--- config.mk ---
export PLATFORM = sky130hd
export DESIGN_NAME = hazard_control_unit
export DESIGN_NICKNAME = d
export VERILOG_FILES = /design/src/rtl/pipeline_pkg.sv /design/src/rtl/sat_counter.sv /design/src/rtl/hazard_control_unit.sv
export SDC_FILE = /design/constraint.sdc
export NUM_CORES = 1
export LEC_CHECK = 0
export CAP_MARGIN = 20
export CORE_MARGIN = 2
export CORE_UTILIZATION = 40
export CTS_BUF_LIST = sky130_fd_sc_hd__clkbuf_8
export CTS_CLUSTER_DIAMETER = 200
export DETAILED_ROUTE_END_ITERATION = 10
export GPL_TIMING_DRIVEN = 0
export PLACE_DENSITY = 0.76
export SETUP_SLACK_MARGIN = 0.5
export SLEW_MARGIN = 20
export SYNTH_ARGS = -nofsm -noshare
export SYNTH_HDL_FRONTEND = slang
export SYNTH_SLANG_ARGS = --single-unit
--- constraint.sdc ---
create_clock -name clk -period 5.7 [get_ports clk]
set_clock_uncertainty 0.2 [all_clocks]
set_input_delay 1.425 -clock clk [delete_from_list [all_inputs] [get_ports clk]]
set_output_delay 1.425 -clock clk [all_outputs]
set_load 0.03 [all_outputs]
--- src/rtl/pipeline_pkg.sv ---
// pipeline_pkg
//   Shared definitions for the 5-stage pipeline control path.
//   - hz_state_t : hazard/memory-wait FSM states
//   - XZR        : zero-register index; writes to it never create a dependency
//   - ctrl_t     : per-instruction control bundle, CTRL_ZERO is the bubble value
//   - is_load_use: load-use dependency test between EX and ID
package pipeline_pkg;

  typedef enum logic [1:0] {
    RUN      = 2'd0,
    MEM_WAIT = 2'd1,
    FAULT    = 2'd2
  } hz_state_t;

  localparam logic [4:0] XZR = 5'd31;

  typedef struct packed {
    logic reg_write;
    logic mem_write;
    logic flag_en;
    logic branch;
  } ctrl_t;

  localparam ctrl_t CTRL_ZERO = '0;

  // A load into XZR produces nothing, so it cannot feed a later instruction.
  function automatic logic is_load_use(input logic       mem_read,
                                       input logic [4:0] rd,
                                       input logic [4:0] rn,
                                       input logic [4:0] rm,
                                       input logic       uses_rm);
    return mem_read && (rd != XZR) && ((rd == rn) || (uses_rm && (rd == rm)));
  endfunction

endpackage

--- src/rtl/sat_counter.sv ---
// sat_counter
//   Unsigned up-counter that sticks at its all-ones value instead of wrapping.
//   Ports:
//     clk   in   system clock
//     reset in   synchronous active-high clear
//     inc   in   count this cycle
//     count out  current count, W bits
module sat_counter #(
  parameter int W = 16
) (
  input  logic         clk,
  input  logic         reset,
  input  logic         inc,
  output logic [W-1:0] count
);

  logic [W-1:0] count_q;
  logic [W-1:0] count_d;

  always_comb begin
    count_d = count_q;
    if (inc && (count_q != '1)) begin
      count_d = count_q + W'(1);
    end
  end

  always_ff @(posedge clk) begin
    if (reset) begin
      count_q <= '0;
    end else begin
      count_q <= count_d;
    end
  end

  assign count = count_q;

endmodule

--- src/rtl/hazard_control_unit.sv ---
// hazard_control_unit
//   Pipeline control for the IF/ID/EX/MEM/WB datapath: load-use stalls,
//   taken-branch flushes and whole-pipe freeze while data memory is busy,
//   with a timeout that parks the pipe in a sticky fault.
//   Ports:
//     clk, reset        clock, synchronous active-high reset
//     memReadEX, RdEX   load in EX and its destination
//     Rn_ID, Rm_ID,
//     usesRm_ID         source registers of the ID instruction
//     branchTakenEX     branch in EX resolved taken
//     memReqMEM,
//     memReadyMEM       data-memory request / completion in MEM
//     pcWrite, ifidWrite, ifidFlush, idexBubble,
//     pipeHold, memwbBubble     pipeline register controls
//     memFault          sticky memory-timeout error
//     stallCycles, flushCount   saturating performance counters
//
//   state    | meaning
//   ---------+--------------------------------------------------------------
//   RUN      | normal flow; load-use stall, branch flush or memory miss entry
//   MEM_WAIT | data memory busy; PC, IF/ID, ID/EX, EX/MEM frozen
//   FAULT    | memory never answered; pipe frozen until reset
module hazard_control_unit
  import pipeline_pkg::*;
#(
  parameter int MEM_TIMEOUT = 64,
  parameter int CNT_W       = 16
) (
  input  logic             clk,
  input  logic             reset,
  input  logic             memReadEX,
  input  logic [4:0]       RdEX,
  input  logic [4:0]       Rn_ID,
  input  logic [4:0]       Rm_ID,
  input  logic             usesRm_ID,
  input  logic             branchTakenEX,
  input  logic             memReqMEM,
  input  logic             memReadyMEM,
  output logic             pcWrite,
  output logic             ifidWrite,
  output logic             ifidFlush,
  output logic             idexBubble,
  output logic             pipeHold,
  output logic             memwbBubble,
  output logic             memFault,
  output logic [CNT_W-1:0] stallCycles,
  output logic [CNT_W-1:0] flushCount
);

  localparam int WAIT_W = $clog2(MEM_TIMEOUT + 1);

  hz_state_t         state_q, state_d;
  hz_state_t         cur_state;
  logic [WAIT_W-1:0] wait_q, wait_d;
  logic              stall_inc;
  logic              flush_inc;
  logic              load_use;

  assign load_use = is_load_use(memReadEX, RdEX, Rn_ID, Rm_ID, usesRm_ID);

  // While reset is held the outputs already behave as in RUN.
  assign cur_state = reset ? RUN : state_q;

  always_comb begin
    state_d     = state_q;
    wait_d      = wait_q;
    stall_inc   = 1'b0;
    flush_inc   = 1'b0;
    pcWrite     = 1'b1;
    ifidWrite   = 1'b1;
    ifidFlush   = 1'b0;
    idexBubble  = 1'b0;
    pipeHold    = 1'b0;
    memwbBubble = 1'b0;
    memFault    = 1'b0;

    unique case (cur_state)
      RUN: begin
        if (memReqMEM && !memReadyMEM) begin
          pcWrite     = 1'b0;
          ifidWrite   = 1'b0;
          pipeHold    = 1'b1;
          memwbBubble = 1'b1;
          stall_inc   = 1'b1;
          state_d     = MEM_WAIT;
          // Wait budget is a down-counter; the entry cycle does not consume it.
          wait_d      = WAIT_W'(MEM_TIMEOUT);
        end else if (branchTakenEX) begin
          // The ID instruction is squashed, so any load-use match is moot.
          ifidFlush  = 1'b1;
          idexBubble = 1'b1;
          flush_inc  = 1'b1;
        end else if (load_use) begin
          pcWrite    = 1'b0;
          ifidWrite  = 1'b0;
          idexBubble = 1'b1;
          stall_inc  = 1'b1;
        end
      end

      MEM_WAIT: begin
        pcWrite   = 1'b0;
        ifidWrite = 1'b0;
        pipeHold  = 1'b1;
        stall_inc = 1'b1;
        if (memReadyMEM) begin
          // Let the completed result into MEM/WB; everything upstream stays put.
          state_d = RUN;
          wait_d  = '0;
        end else begin
          memwbBubble = 1'b1;
          if (wait_q <= WAIT_W'(1)) begin
            state_d = FAULT;
            wait_d  = '0;
          end else begin
            wait_d = wait_q - WAIT_W'(1);
          end
        end
      end

      FAULT: begin
        pcWrite     = 1'b0;
        ifidWrite   = 1'b0;
        pipeHold    = 1'b1;
        memwbBubble = 1'b1;
        memFault    = 1'b1;
      end

      default: begin
        state_d = RUN;
        wait_d  = '0;
      end
    endcase
  end

  always_ff @(posedge clk) begin
    if (reset) begin
      state_q <= RUN;
      wait_q  <= '0;
    end else begin
      state_q <= state_d;
      wait_q  <= wait_d;
    end
  end

  sat_counter #(.W(CNT_W)) u_stall_cnt (
    .clk   (clk),
    .reset (reset),
    .inc   (stall_inc),
    .count (stallCycles)
  );

  sat_counter #(.W(CNT_W)) u_flush_cnt (
    .clk   (clk),
    .reset (reset),
    .inc   (flush_inc),
    .count (flushCount)
  );

endmodule
==> metrics.txt <==
# TYPE chip_impl_metric gauge
chip_impl_info{name="status",value="complete, no violations"} 1
chip_impl_metric{name="timing_hold_violations_final",unit=""} 0
chip_impl_metric{name="synth-warning-count",unit=""} 0
chip_impl_metric{name="cellInternalPower",unit="mW"} 0.472
chip_impl_info{name="cts_root_buffer",value="clkbuf_8"} 1
chip_impl_metric{name="min_period",unit="ps"} 5130
chip_impl_info{name="timing.hold.worst.start",value="state_q[0]"} 1
chip_impl_metric{name="dp.final_hpwl",unit="microns"} 4010
chip_impl_info{name="cells_along_the_critical_path",value="clkdlybuf4s50_1, buf_4, nand2b_4, ha_2, buf_4, mux2_2, buf_4, dlygate4sd2_1"} 1
chip_impl_metric{name="dr.first_iter.drc_count",unit=""} 53
chip_impl_info{name="busiest_layer",value="met2"} 1
chip_impl_metric{name="pin_count_of_the_biggest_net_entering_global_routing",unit=""} 12
chip_impl_metric{name="layout_cell_share_with_drive_strength_beyond_1",unit=""} 0.0544
chip_impl_metric{name="route.detailed.wl_per_inst",unit="microns"} 12.5
chip_impl_metric{name="ys_seq_area_frac",unit=""} 0.362
chip_impl_metric{name="boundaryPins",unit=""} 61
chip_impl_metric{name="antenna_cells_inserted",unit=""} 0
chip_impl_metric{name="max-cap-violations",unit=""} 0
chip_impl_metric{name="cts_inserted_buffers",unit=""} 5
chip_impl_metric{name="cts_post_setup_buffers_inserted",unit=""} 0
chip_impl_metric{name="path_max_fanout",unit=""} 10
chip_impl_metric{name="portBuffers",unit=""} 60
chip_impl_info{name="crit_path_end_kind",value="output pin"} 1
chip_impl_metric{name="final_min_period_over_clock_period",unit=""} 0.900
chip_impl_metric{name="slew_headroom",unit=""} 0.590
chip_impl_info{name="critical_path.most_common_cell",value="buf_4"} 1
chip_impl_metric{name="postSynthCellCount",unit=""} 282
chip_impl_metric{name="fp.dieArea",unit="sq um"} 6290
chip_impl_metric{name="die_height",unit="microns"} 79.3
chip_impl_metric{name="globalRouteMet1Util",unit=""} 0.205
chip_impl_metric{name="antenna_violations_before_repair",unit=""} 0
chip_impl_metric{name="first_pass_grt_wire_length",unit="microns"} 8820
chip_impl_metric{name="area_after_detailed_placement",unit="sq um"} 2960
chip_impl_metric{name="starting_density_of_the_core",unit=""} 0.412
chip_impl_metric{name="final_net_count",unit=""} 379
chip_impl_metric{name="clock_h_tree_levels",unit=""} 2
chip_impl_metric{name="power.ir.vdd_worst",unit="uV"} 202
chip_impl_metric{name="syn_area_per_cell",unit="sq um"} 8.04
chip_impl_metric{name="fin_setup_tns",unit="ps"} 0
chip_impl_metric{name="grt_overflow_total",unit=""} 0
chip_impl_metric{name="grt.met3_usage",unit=""} 0.0364
chip_impl_metric{name="grt_pass1_vias",unit=""} 2068
chip_impl_metric{name="flip_flop_and_latch_count_after_synthesis",unit=""} 41
chip_impl_metric{name="cts_hold_repair_buffers",unit=""} 0
chip_impl_metric{name="chipWidth",unit="microns"} 79.3
chip_impl_metric{name="area_of_all_placed_cells_without_fillers",unit="sq um"} 3060
chip_impl_metric{name="cts_buffer_depth",unit=""} 2
chip_impl_metric{name="cts.clk_slew.worst_paths",unit="ps"} 80
chip_impl_metric{name="worst_pin_slew",unit="ps"} 605
chip_impl_metric{name="finalMaxSlewViolations",unit=""} 0
chip_impl_metric{name="power_frac_seq",unit=""} 0.465
chip_impl_info{name="worst_hold_path_type",value="flop to flop"} 1
chip_impl_metric{name="vias_per_cell",unit=""} 5.25
chip_impl_metric{name="max_freq",unit="GHz"} 0.195
chip_impl_metric{name="grt_use_met2",unit=""} 0.305
chip_impl_metric{name="power.share.switching",unit=""} 0.302
chip_impl_metric{name="routabilityCongestion",unit=""} 0.860
chip_impl_metric{name="dr.pass1.iters",unit=""} 4
chip_impl_metric{name="critPathArrivalTime",unit="ps"} 3500
chip_impl_metric{name="synth.net_count",unit=""} 312
chip_impl_info{name="tritoncts_clock_tree",value="yes"} 1
chip_impl_metric{name="layout_fillers",unit=""} 516
chip_impl_info{name="timing.rr.start",value="state_q[0]"} 1
chip_impl_metric{name="power.net_switching",unit="mW"} 0.204
chip_impl_metric{name="cellLeakagePower",unit="nW"} 1.10
chip_impl_metric{name="synth.cell_area",unit="sq um"} 2270
chip_impl_metric{name="numClockSinks",unit=""} 41
chip_impl_info{name="cp-start-kind",value="input pin"} 1
chip_impl_info{name="cp_slowest_cell",value="clkdlybuf4s50_1"} 1
chip_impl_metric{name="finalWirelength",unit="microns"} 5250
chip_impl_metric{name="via_total_after_detailed_routing",unit=""} 2212
chip_impl_metric{name="clk_network_pwr_share",unit=""} 0.279
chip_impl_metric{name="drt_drc_violations_left",unit=""} 0
chip_impl_metric{name="core_region_area",unit="sq um"} 5510
chip_impl_info{name="worst_setup_path_startpoint",value="reset"} 1
chip_impl_metric{name="groute.usage.overall",unit=""} 0.174
chip_impl_metric{name="register_area",unit="sq um"} 821
chip_impl_metric{name="worst_ep_required_time",unit="ps"} 4070
chip_impl_metric{name="multi_input_area",unit="sq um"} 1360
chip_impl_metric{name="power_per_unit_of_standard_cell_area",unit="nW/um^2"} 221
chip_impl_metric{name="worst_skew_pair.late_latency",unit="ps"} 290
chip_impl_metric{name="area_growth",unit="%"} 35.0
chip_impl_info{name="crit_family",value="buffers and inverters"} 1
chip_impl_metric{name="num_rows",unit=""} 27
chip_impl_metric{name="crit_path_max_incr_delay",unit="ps"} 520
chip_impl_metric{name="cp.buffers_inverters",unit=""} 5
chip_impl_metric{name="antenna_left",unit=""} 0
chip_impl_metric{name="power_frac_comb",unit=""} 0.256
chip_impl_metric{name="timing.final.setup_violations",unit=""} 0
chip_impl_metric{name="post_synth_num_cell_types",unit=""} 41
chip_impl_info{name="worst-setup-path-type",value="input pin to output pin"} 1
chip_impl_info{name="unrepaired_setup_endpoints_after_global_routing",value="no"} 1
-- synthesized netlist by cell type, drive strengths merged --
master | number | share of area
or3 | 15 | 0.041
nor4b | 1 | 0.0039
dfxtp | 41 | 0.36
buf | 6 | 0.018
nor3 | 4 | 0.0088
xor2 | 12 | 0.046
nand3 | 17 | 0.038
and3 | 4 | 0.011
xnor2 | 17 | 0.066
nand2b | 3 | 0.0083
a21oi | 24 | 0.055
and4b | 1 | 0.0044
o22ai | 1 | 0.0028
nand4 | 11 | 0.033
o311ai | 1 | 0.0039
or4 | 1 | 0.0033
ha | 8 | 0.044
mux2 | 1 | 0.0050
and2 | 1 | 0.0028
nor2 | 37 | 0.061
o21ai | 16 | 0.035
and4 | 4 | 0.017
a31oi | 1 | 0.0028
or3b | 1 | 0.0039
nor4bb | 2 | 0.0088
a211oi | 3 | 0.0099
nand2 | 20 | 0.033
a41o | 1 | 0.0044
mux2i | 3 | 0.013
nand3b | 3 | 0.0099
o21a | 2 | 0.0066
nor4 | 2 | 0.0055
clkbuf | 6 | 0.0099
nor2b | 2 | 0.0055
inv | 10 | 0.017
-- through the flow --
step / total power, mW / cells / util / setup WS [ps] / hold WS (ps)
after CTS: 0.681 / 421 / 0.553 / 412 / 270
after floorplan: 0.433 / 282 / - / 1230 / 232
after detailed placement: 0.494 / 414 / 0.537 / -37.7 / 257
after global placement: 0.489 / 414 / 0.537 / -0.731 / 242
after global routing: 0.714 / 421 / 0.556 / 458 / 295
final: 0.676 / 421 / 0.556 / 571 / 265
-- timing repair --
item	4_1_cts	5_1_grt
gates resized for setup	8	6
setup endpoints to repair	6	5
endpoints found under the hold margin	0	0
pin swaps	0	0
-- sequential cells by signal (all words and copies together) (netlist names) --
| name | flops |
|---|---|
| state_q | 2 |
| u_flush_cnt.count | 16 |
| wait_q | 7 |
| u_stall_cnt.count | 16 |
-- metal layers --
| layer | up-vias | wire length [microns] |
|---|---|---|
| met2 | 46 | 2580 |
| met1 | 1033 | 2370 |
| met3 | 9 | 213 |
| met5 | - | 0 |
| met4 | 0 | 82 |
| li1 | 1124 | - |
-- power by group through the flow --
stage	combinational, mW	sequential [mW]	clock (mW)
after global routing	0.190	0.317	0.207
final	0.173	0.314	0.189
after CTS	0.172	0.314	0.196
after floorplan	0.108	0.325	0
after detailed placement	0.174	0.320	0
after global placement	0.169	0.320	0
-- worst min-delay path, stage by stage (launching register included) --
cell	delay, ps
dfxtp_1	310
nand2_1	50
a21oi_1	60
-- cells in the final DEF (no fill, tap or decap), drive strengths merged, types with 3 or more instances in the layout --
master | netlist | final
dfxtp | 41 | 41
o21ai | 16 | 16
nand3 | 17 | 17
clkdlybuf4s50 | 0 | 55
nand2 | 20 | 20
xnor2 | 17 | 17
nand4 | 11 | 11
buf | 6 | 7
a21oi | 24 | 24
inv | 10 | 11
dlygate4sd2 | 0 | 4
a211oi | 3 | 3
and4 | 4 | 4
clkbuf | 6 | 11
nor3 | 4 | 4
ha | 8 | 8
nor2 | 37 | 37
xor2 | 12 | 12
and3 | 4 | 4
or3 | 15 | 15
nand2b | 3 | 3
nand3b | 3 | 3
mux2i | 3 | 3
-- cell type report --
| cell class | instances | area share |
|---|---|---|
| buffer | 12 | 0.0225 |
| clock buffer | 6 | 0.0270 |
| clock inverter | 1 | 0.00123 |
| inverter | 10 | 0.0123 |
| multi-input combinational | 219 | 0.445 |
| sequential | 41 | 0.268 |
| tap | 72 | 0.0294 |
| timing repair buffer | 60 | 0.195 |
-- cells by family (layout without fill, tap and decap cells) --
kind of cell | after synthesis | count (layout) | synth area share
AND/OR/NAND/NOR | 129 | 129 | 0.299
AO/OA/AOI/OAI | 49 | 49 | 0.120
flip-flops | 41 | 41 | 0.362
XOR/XNOR | 29 | 29 | 0.112
buffers and inverters | 22 | 89 | 0.0441
adder cells (fa/ha/maj) | 8 | 8 | 0.0442
multiplexers | 4 | 4 | 0.0182
-- path summary, 6_finish.rpt --
| kind | endpoint | slack [ps] | cells after the start |
|---|---|---|---|
| setup reg to reg | u_stall_cnt.count[1] | 3110 | 11 |
| hold reg to reg | state_q[0] | 270 | 2 |
| hold / removal | state_q[0] | 270 | 2 |
| setup / recovery | pcWrite | 570 | 8 |
(Power assumes the default switching activity.)
